==> src/rtl/twos_complement_seq.sv <==
// twos_complement_seq
//   Multi-cycle two's-complement unit. Negates a WIDTH-bit signed operand, or
//   takes its absolute value, rippling the +1 carry through one CHUNK-bit slice
//   per clock. Latency is fixed at NCHUNK cycles from the accepting edge to the
//   ready pulse, whatever the operand or mode.
//
//   Ports
//     clk     in   1      system clock, rising edge
//     rst     in   1      asynchronous active-high reset
//     start   in   1      request, sampled only while busy is low
//     mode    in   1      0 = negate (-A), 1 = absolute value (|A|)
//     A       in   WIDTH  signed operand, sampled on the accepting edge
//     result  out  WIDTH  result, valid from ready until the next accepted start
//     busy    out  1      operation in progress
//     ready   out  1      one-cycle pulse, result/ovf valid
//     ovf     out  1      true result not representable (A == MIN)
//
//   Build option
//     TWOS_SAT_EN  when defined, an overflowing result is replaced by MAX on
//                  the final slice edge; otherwise the wrapped value MIN is kept.
//
//   States
//     S_IDLE | waiting for start
//     S_RUN  | rippling one slice per clock
//     S_DONE | ready pulse; a start here goes straight back to S_RUN
module twos_complement_seq #(
  parameter int WIDTH = 16,
  parameter int CHUNK = 4
) (
  input  logic             clk,
  input  logic             rst,
  input  logic             start,
  input  logic             mode,
  input  logic [WIDTH-1:0] A,
  output logic [WIDTH-1:0] result,
  output logic             busy,
  output logic             ready,
  output logic             ovf
);

  localparam int NCHUNK = WIDTH / CHUNK;
  localparam int IDXW   = (NCHUNK > 1) ? $clog2(NCHUNK) : 1;
  localparam logic [IDXW-1:0]  LAST_IDX = IDXW'(NCHUNK - 1);
  localparam logic [WIDTH-1:0] MIN_VAL  = {1'b1, {(WIDTH-1){1'b0}}};
`ifdef TWOS_SAT_EN
  localparam logic [WIDTH-1:0] MAX_VAL  = {1'b0, {(WIDTH-1){1'b1}}};
`endif

  localparam logic [1:0] S_IDLE = 2'd0;
  localparam logic [1:0] S_RUN  = 2'd1;
  localparam logic [1:0] S_DONE = 2'd2;

  logic [1:0]       state;
  logic [WIDTH-1:0] op;
  logic             carry;
  logic [IDXW-1:0]  idx;
  logic [WIDTH-1:0] result_r;
  logic             ovf_r;

  logic             keep_op;
  logic [CHUNK:0]   slice_sum;

  // Abs of a non-negative operand passes it through unchanged (carry 0), but
  // still walks every slice so the latency never depends on the data.
  assign keep_op   = mode && !A[WIDTH-1];
  assign slice_sum = {1'b0, op[idx*CHUNK +: CHUNK]} + {{CHUNK{1'b0}}, carry};

  always_ff @(posedge clk or posedge rst) begin
    if (rst) begin
      state    <= S_IDLE;
      op       <= '0;
      carry    <= 1'b0;
      idx      <= '0;
      result_r <= '0;
      ovf_r    <= 1'b0;
    end else begin
      case (state)
        S_IDLE, S_DONE: begin
          if (start) begin
            op    <= keep_op ? A : ~A;
            carry <= !keep_op;
            idx   <= '0;
            ovf_r <= (A == MIN_VAL) && (!mode || A[WIDTH-1]);
            state <= S_RUN;
          end else begin
            state <= S_IDLE;
          end
        end
        S_RUN: begin
          result_r[idx*CHUNK +: CHUNK] <= slice_sum[CHUNK-1:0];
          carry <= slice_sum[CHUNK];
          if (idx == LAST_IDX) begin
            state <= S_DONE;
`ifdef TWOS_SAT_EN
            // Overrides the last slice write above when the result overflowed.
            if (ovf_r) result_r <= MAX_VAL;
`endif
          end else begin
            idx <= idx + 1'b1;
          end
        end
        default: state <= S_IDLE;
      endcase
    end
  end

  assign busy   = (state == S_RUN);
  assign ready  = (state == S_DONE);
  assign result = result_r;
  assign ovf    = ovf_r;

endmodule

==> config.mk <==
export PLATFORM = sky130hd
export DESIGN_NAME = twos_complement_seq
export DESIGN_NICKNAME = d
export VERILOG_FILES = /design/src/rtl/twos_complement_seq.sv
export SDC_FILE = /design/constraint.sdc
export NUM_CORES = 1
export LEC_CHECK = 0
export CAP_MARGIN = 5
export CORE_ASPECT_RATIO = 1.75
export CORE_MARGIN = 4
export CORE_UTILIZATION = 46
export DETAILED_ROUTE_END_ITERATION = 12
export GPL_TIMING_DRIVEN = 0
export PLACE_DENSITY = 0.74
export SLEW_MARGIN = 30
export SYNTH_ARGS = -nofsm -noshare
export SYNTH_HDL_FRONTEND = slang
export SYNTH_SLANG_ARGS = --single-unit
==> constraint.sdc <==
create_clock -name clk -period 2.14 [get_ports clk]
set_input_delay 0.321 -clock clk [delete_from_list [all_inputs] [get_ports clk]]
set_output_delay 0.321 -clock clk [all_outputs]
set_load 0.01 [all_outputs]
### Word level (Yosys, flattened, before mapping)

Index checks and enable logic that the tools add are counted.

| storage, ports and cells | value |
|---|---|
| register bits after elaboration | 38 |
| bits in latches | 0 |
| RAM bits | 0 |
| bits in read-only memories | 0 |
| bits of input ports | 20 |
| output and inout port bits | 19 |
| word-level logic and storage cells | 42 |
| memories kept | 0 |

| cells by class | value |
|---|---|
| add/subtract/negate cells | 3 |
| multiply operators | 0 |
| divide/modulo/power cells | 0 |
| $lt $le $gt $ge | 0 |
| equal/unequal tests | 7 |
| shift operators | 3 |
| mux-type cells | 10 |
| bitwise operators | 1 |
| reduce and logical (&&, ||, !) cells | 12 |

Operators by type and width:

| operator | count |
|---|---|
| 4-bit negation with 34-bit output | 1 |
| 4-bit by 34-bit variable shift with 16-bit output (first input constant) | 1 |
| 4-bit by 34-bit variable part select with 16-bit output | 1 |
| 16-bit bitwise mux | 1 |
| 16-bit equality test (second input constant) | 1 |
| 16-bit 2-to-1 mux | 1 |
| 16-bit NOT | 1 |
| 16-bit by 5-bit variable part select with 4-bit output | 1 |
| 2-bit case mux with 2 select lines | 2 |
| 2-bit 2-to-1 mux | 3 |
| 4-bit by 1-bit adder with 5-bit output | 1 |
| 2-bit equality test (second input constant) | 2 |
| 2-bit inequality test (second input constant) | 2 |
| 2-bit AND reduction | 2 |
| 1-bit zero test | 3 |
| 3-bit AND reduction | 1 |
| 2-bit by 1-bit adder with 2-bit output (second input constant) | 1 |
| 2-bit by 1-bit equality test with 1-bit output (second input constant) | 1 |
| 1-bit logical AND | 2 |
| 2-bit zero test | 1 |
| 1-bit 2-to-1 mux | 2 |
| 2-bit by 1-bit inequality test with 1-bit output (second input constant) | 1 |
| 1-bit case mux with 2 select lines | 1 |
| 2-bit nonzero test | 1 |
| other kinds (2) | 2 |

### Logic depth before layout (Yosys ltp)

| depth | value |
|---|---|
| depth in word-level cells | 5 |
| mapped depth | 7 |
| gate-level depth less buffers | 6 |

### Worst setup path before layout

No wires, ideal clock.

| timing | value |
|---|---|
| kind | register to register |
| from | register idx[0] |
| to | register result_r[3] (netlist: result[3]) |
| library setup time | 126 ps |
| arrival time | 2019 ps |
| path slack | -5 ps |
| cell stages (with the launch flop) | 8 |
| buffers on the path | 1 |
| path through | dfrtp_1 buf_6 mux4_2 ha_1 nor2b_1 o2bb2ai_2 and2_1 a221o_1 |

| between the ends | value |
|---|---|
| cells in the longest elaborated chain, start to end | 4 |
| elaborated cells between the ends (all ways) | 6 |

Ends and longest elaborated chain:

| what | line | text |
|---|---|---|
| start: declaration | 56 | `logic [IDXW-1:0] idx;` |
| start signal: assignment | 99 | `idx <= idx + 1'b1;` |
| 16-bit by 5-bit variable part select with 4-bit output | 66 | `assign slice_sum = {1'b0, op[idx*CHUNK +: CHUNK]} + {{CHUNK{1'b0}}, carry};` |
| 4-bit by 1-bit adder with 5-bit output | 66 |  |
| 4-bit by 34-bit variable part select with 16-bit output | 90 | `result_r[idx*CHUNK +: CHUNK] <= slice_sum[CHUNK-1:0];` |
| 16-bit bitwise mux (*) | 90 |  |
| end signal: indexed assignment | 90 |  |
| end: declaration | 57 | `logic [WIDTH-1:0] result_r;` |

Every way passes the cells marked *; elsewhere a longest branch is shown, timed or not.
A chain may end at the register's enable or synchronous reset.

### Worst setup path after layout

Ends and elaborated chain as after synthesis.

==> results.yml <==
routing:
  wl_mm: 4.47
  vias: 1576
  routed_via_density: 5.45
  drt_pass1_iterations: 4
  wire_per_inst_microns: 15.5
  ant_nets: 0
  drtIter0Drc: 46
  drc: 0
global_routing:
  use_met3_pct: 3.31
  met2_usage_pct: 34.3
  grt_pass1_wl_mm: 7.00
  grt_pass1_vias: 1527
  grt.total_usage_pct: 17.4
  grtUsageMet1_pct: 15.7
  grt_max_degree: 39
  grt_antenna_before_repair: 0
  overflow: 0
  top_usage_layer: "met2"
clocking:
  path_clk_slew_ns: 0.08
  insertion_delay_ns: 0.29
  cts.sinks: 38
  root_buffer: "clkbuf_8"
  cts_tree: "built"
  cts_buffer_depth: 2
  cts_buffers: 5
  htreeDepth: 2
floorplanning:
  initial_core_util_pct: 48.4
  die_w_microns: 56.9
  core.rowCount: 30
  io_pins: 39
  die_area_sq_um: 5330
  die_y_microns: 93.6
  core-area_sq_um: 3980
place:
  numPortBuffers: 38
  post-dp-hpwl_mm: 3.34
  place.gp.congestion: 0.814
  detailed_place.area_sq_um: 2370
sta:
  finalSetupViolations: 0
  slew_violations: 0
  fin_crit_sh_pct: 97.0
  fin_worst_skew_ns: 0.00975
  finalHoldViolations: 0
  rsz0062_at_grt: "true"
  layout_min_cycle_time_ns: 2.08
  relSlewSlack_pct: 49.8
  whs_ns: 0.479
  tightest_slew_ns: 0.752
  clock.fmax_ghz: 0.482
  setup_tns_ns: 0
synthesis:
  synth_top_area_share_pct: 49.4
  synth_enable_flop_cells: 0
  synthTopCellsByArea: "dfrtp_1 49%, xor2_1 6.8%, nand2_1 6.6%"
  synth.largest_area_cell: "dfrtp_1"
  synth.most_common_cell: "dfrtp_1"
  syn_area_sq_um: 1930
  dominantRegCellSynth: "dfrtp_1"
  ys_types: 36
  syn_nets: 214
  synth_warnings: 0
  yosys-top-cells-count: "38 x dfrtp_1, 34 x nand2_1, 21 x o21ai_0"
  synthCells: 186
  synth-seq-cells: 38
  synthArstFlopShare_pct: 100
  avgSynthCellArea_sq_um: 10.4
  yosysSeqAreaShare_pct: 49.4
power:
  power_switching_share_pct: 39.7
  power_frac_seq_pct: 34.7
  ir_worst_vdd_v: 0.000770
  switching_power_mw: 1.35
  combPwrFrac_pct: 50.9
  p_leak_nw: 1.14
  power.share.clock_pct: 14.4
  p_per_area_nw_per_um2: 1330
  intPower_mw: 2.05
setup_path:
  crit_path_start_kind: "register"
  endpoint_kind: "register"
  path_cells: "buf_8 > mux4_2 > ha_2 > nor2b_1 > o2bb2ai_2 > and2_4 > a221o_1"
  path_max_fanout: 7
  r2r_end: "result[3]"
  r2r_start: "idx[0]"
  startpoint: "idx[0]"
  arrival_ns: 2.25
  slowest_delay_ns: 0.49
  rr_worst_depth: 7
  cp_slowest_cell: "mux4_2"
  path_class: "reg -> reg"
  rrSetupSlack_ns: 0.06
  required_ns: 2.31
finish:
  diodes: 0
  stdcell_area_sq_um: 2550
  drive_gt1_share_pct: 14.5
  area_growth_pct: 32.5
  fin_nets: 268
worst_hold_path:
  hp-class: "in -> async"
run_status:
  outcome: "completed"
job:
  cap_violations: 0
-- registers in the layout (all words and copies together), names as in the netlist --
register,cells
op,16
result,16
idx,2
ovf,1
state,2
carry,1
-- worst max path at each step --
stage	to	slack, ns
3_3_place_gp	result[3]	-0.12
3_5_place_dp	result[3]	-0.16
5_1_grt	result[3]	-0.008
4_1_cts	result[3]	0.001
2_1_floorplan	result[3]	0.02
6_report	result[3]	0.06
-- cells in the final DEF (no fill, tap or decap), types with 2 or more instances in the layout --
| cell type | instances |
|---|---|
| inv_1 | 5 |
| nor2_1 | 3 |
| clkinvlp_4 | 2 |
| o21ai_0 | 21 |
| xor2_1 | 15 |
| nand2b_1 | 3 |
| a22o_1 | 8 |
| and3_1 | 2 |
| clkdlybuf4s50_1 | 38 |
| nand2_1 | 34 |
| clkbuf_1 | 3 |
| nand3_1 | 5 |
| buf_4 | 9 |
| mux4_2 | 3 |
| buf_2 | 3 |
| nor2b_1 | 3 |
| nor4_1 | 3 |
| clkbuf_8 | 5 |
| clkinv_2 | 2 |
| o211ai_1 | 3 |
| dfrtp_1 | 37 |
| ha_1 | 7 |
| nand4_1 | 5 |
-- per-layer routing --
layer	vias to the layer above	share of wire, %
met4	0	3.0
met5	-	0
li1	759	-
met1	753	32
met3	10	3.7
met2	54	61
-- power by group through the flow --
| stage | Clock, mW | Combinational (mW) | Sequential, mW |
|---|---|---|---|
| 2_1_floorplan | 0 | 0.942 | 1.20 |
| 3_3_place_gp | 0 | 1.51 | 1.20 |
| 3_5_place_dp | 0 | 1.54 | 1.21 |
| 4_1_cts | 0.498 | 1.59 | 1.18 |
| 5_1_grt | 0.544 | 1.87 | 1.22 |
| 6_report | 0.490 | 1.73 | 1.18 |
-- stage by stage --
| stage | worst slack [ns] | utilization, % | power [mW] | cells |
|---|---|---|---|---|
| 2_1_floorplan | 0.0180 | - | 2.15 | 186 |
| 3_3_place_gp | -0.123 | 59.5 | 2.71 | 272 |
| 3_5_place_dp | -0.156 | 59.5 | 2.75 | 272 |
| 4_1_cts | 0.00118 | 62.2 | 3.28 | 281 |
| 5_1_grt | -0.00819 | 64.1 | 3.64 | 289 |
| 6_report | 0.0648 | 64.1 | 3.40 | 289 |
-- repair_timing --
item	in CTS	in global routing
hold buffers	0	0
setup buffers	1	8
setup endpoints to repair	8	6
pin swaps	0	2
resized for setup	3	3
endpoints found under the hold margin	0	0
-- logic make-up (layout without fill, tap and decap cells) --
logic type                 after synthesis  after routing  synth area share (%)
adders and majority gates                8              8                  5.20
muxes                                    5              5                  4.81
xor gates and xnor gates                16             16                  7.28
AOI/OAI and AO/OA                       39             39                  13.3
DFF                                     38             38                  49.4
buffers and inverters                   16             71                  3.77
and+or+nand+nor                         64             64                  16.2
-- area by class of cell --
| class | instances | area, sq um |
|---|---|---|
| multi-input cells | 132 | 921 |
| clock buffers | 5 | 68.8 |
| fillers | 368 | 1430 |
| clock inverters | 3 | 21.3 |
| inverters | 8 | 35.0 |
| flip-flops and latches | 38 | 952 |
| well taps | 48 | 60.1 |
| repair buffers | 47 | 448 |
| plain buffers | 8 | 45.0 |
-- critical path, delay by kind of cell, from the launching register on --
family	cells	cell delay (ns)
AO/OA/AOI/OAI	2	0.44
adder cells (fa/ha/maj)	1	0.20
buffers and inverters	1	0.12
flip-flops	1	0.38
multiplexers	1	0.49
AND/OR/NAND/NOR	2	0.32
(Power assumes the default switching activity.)
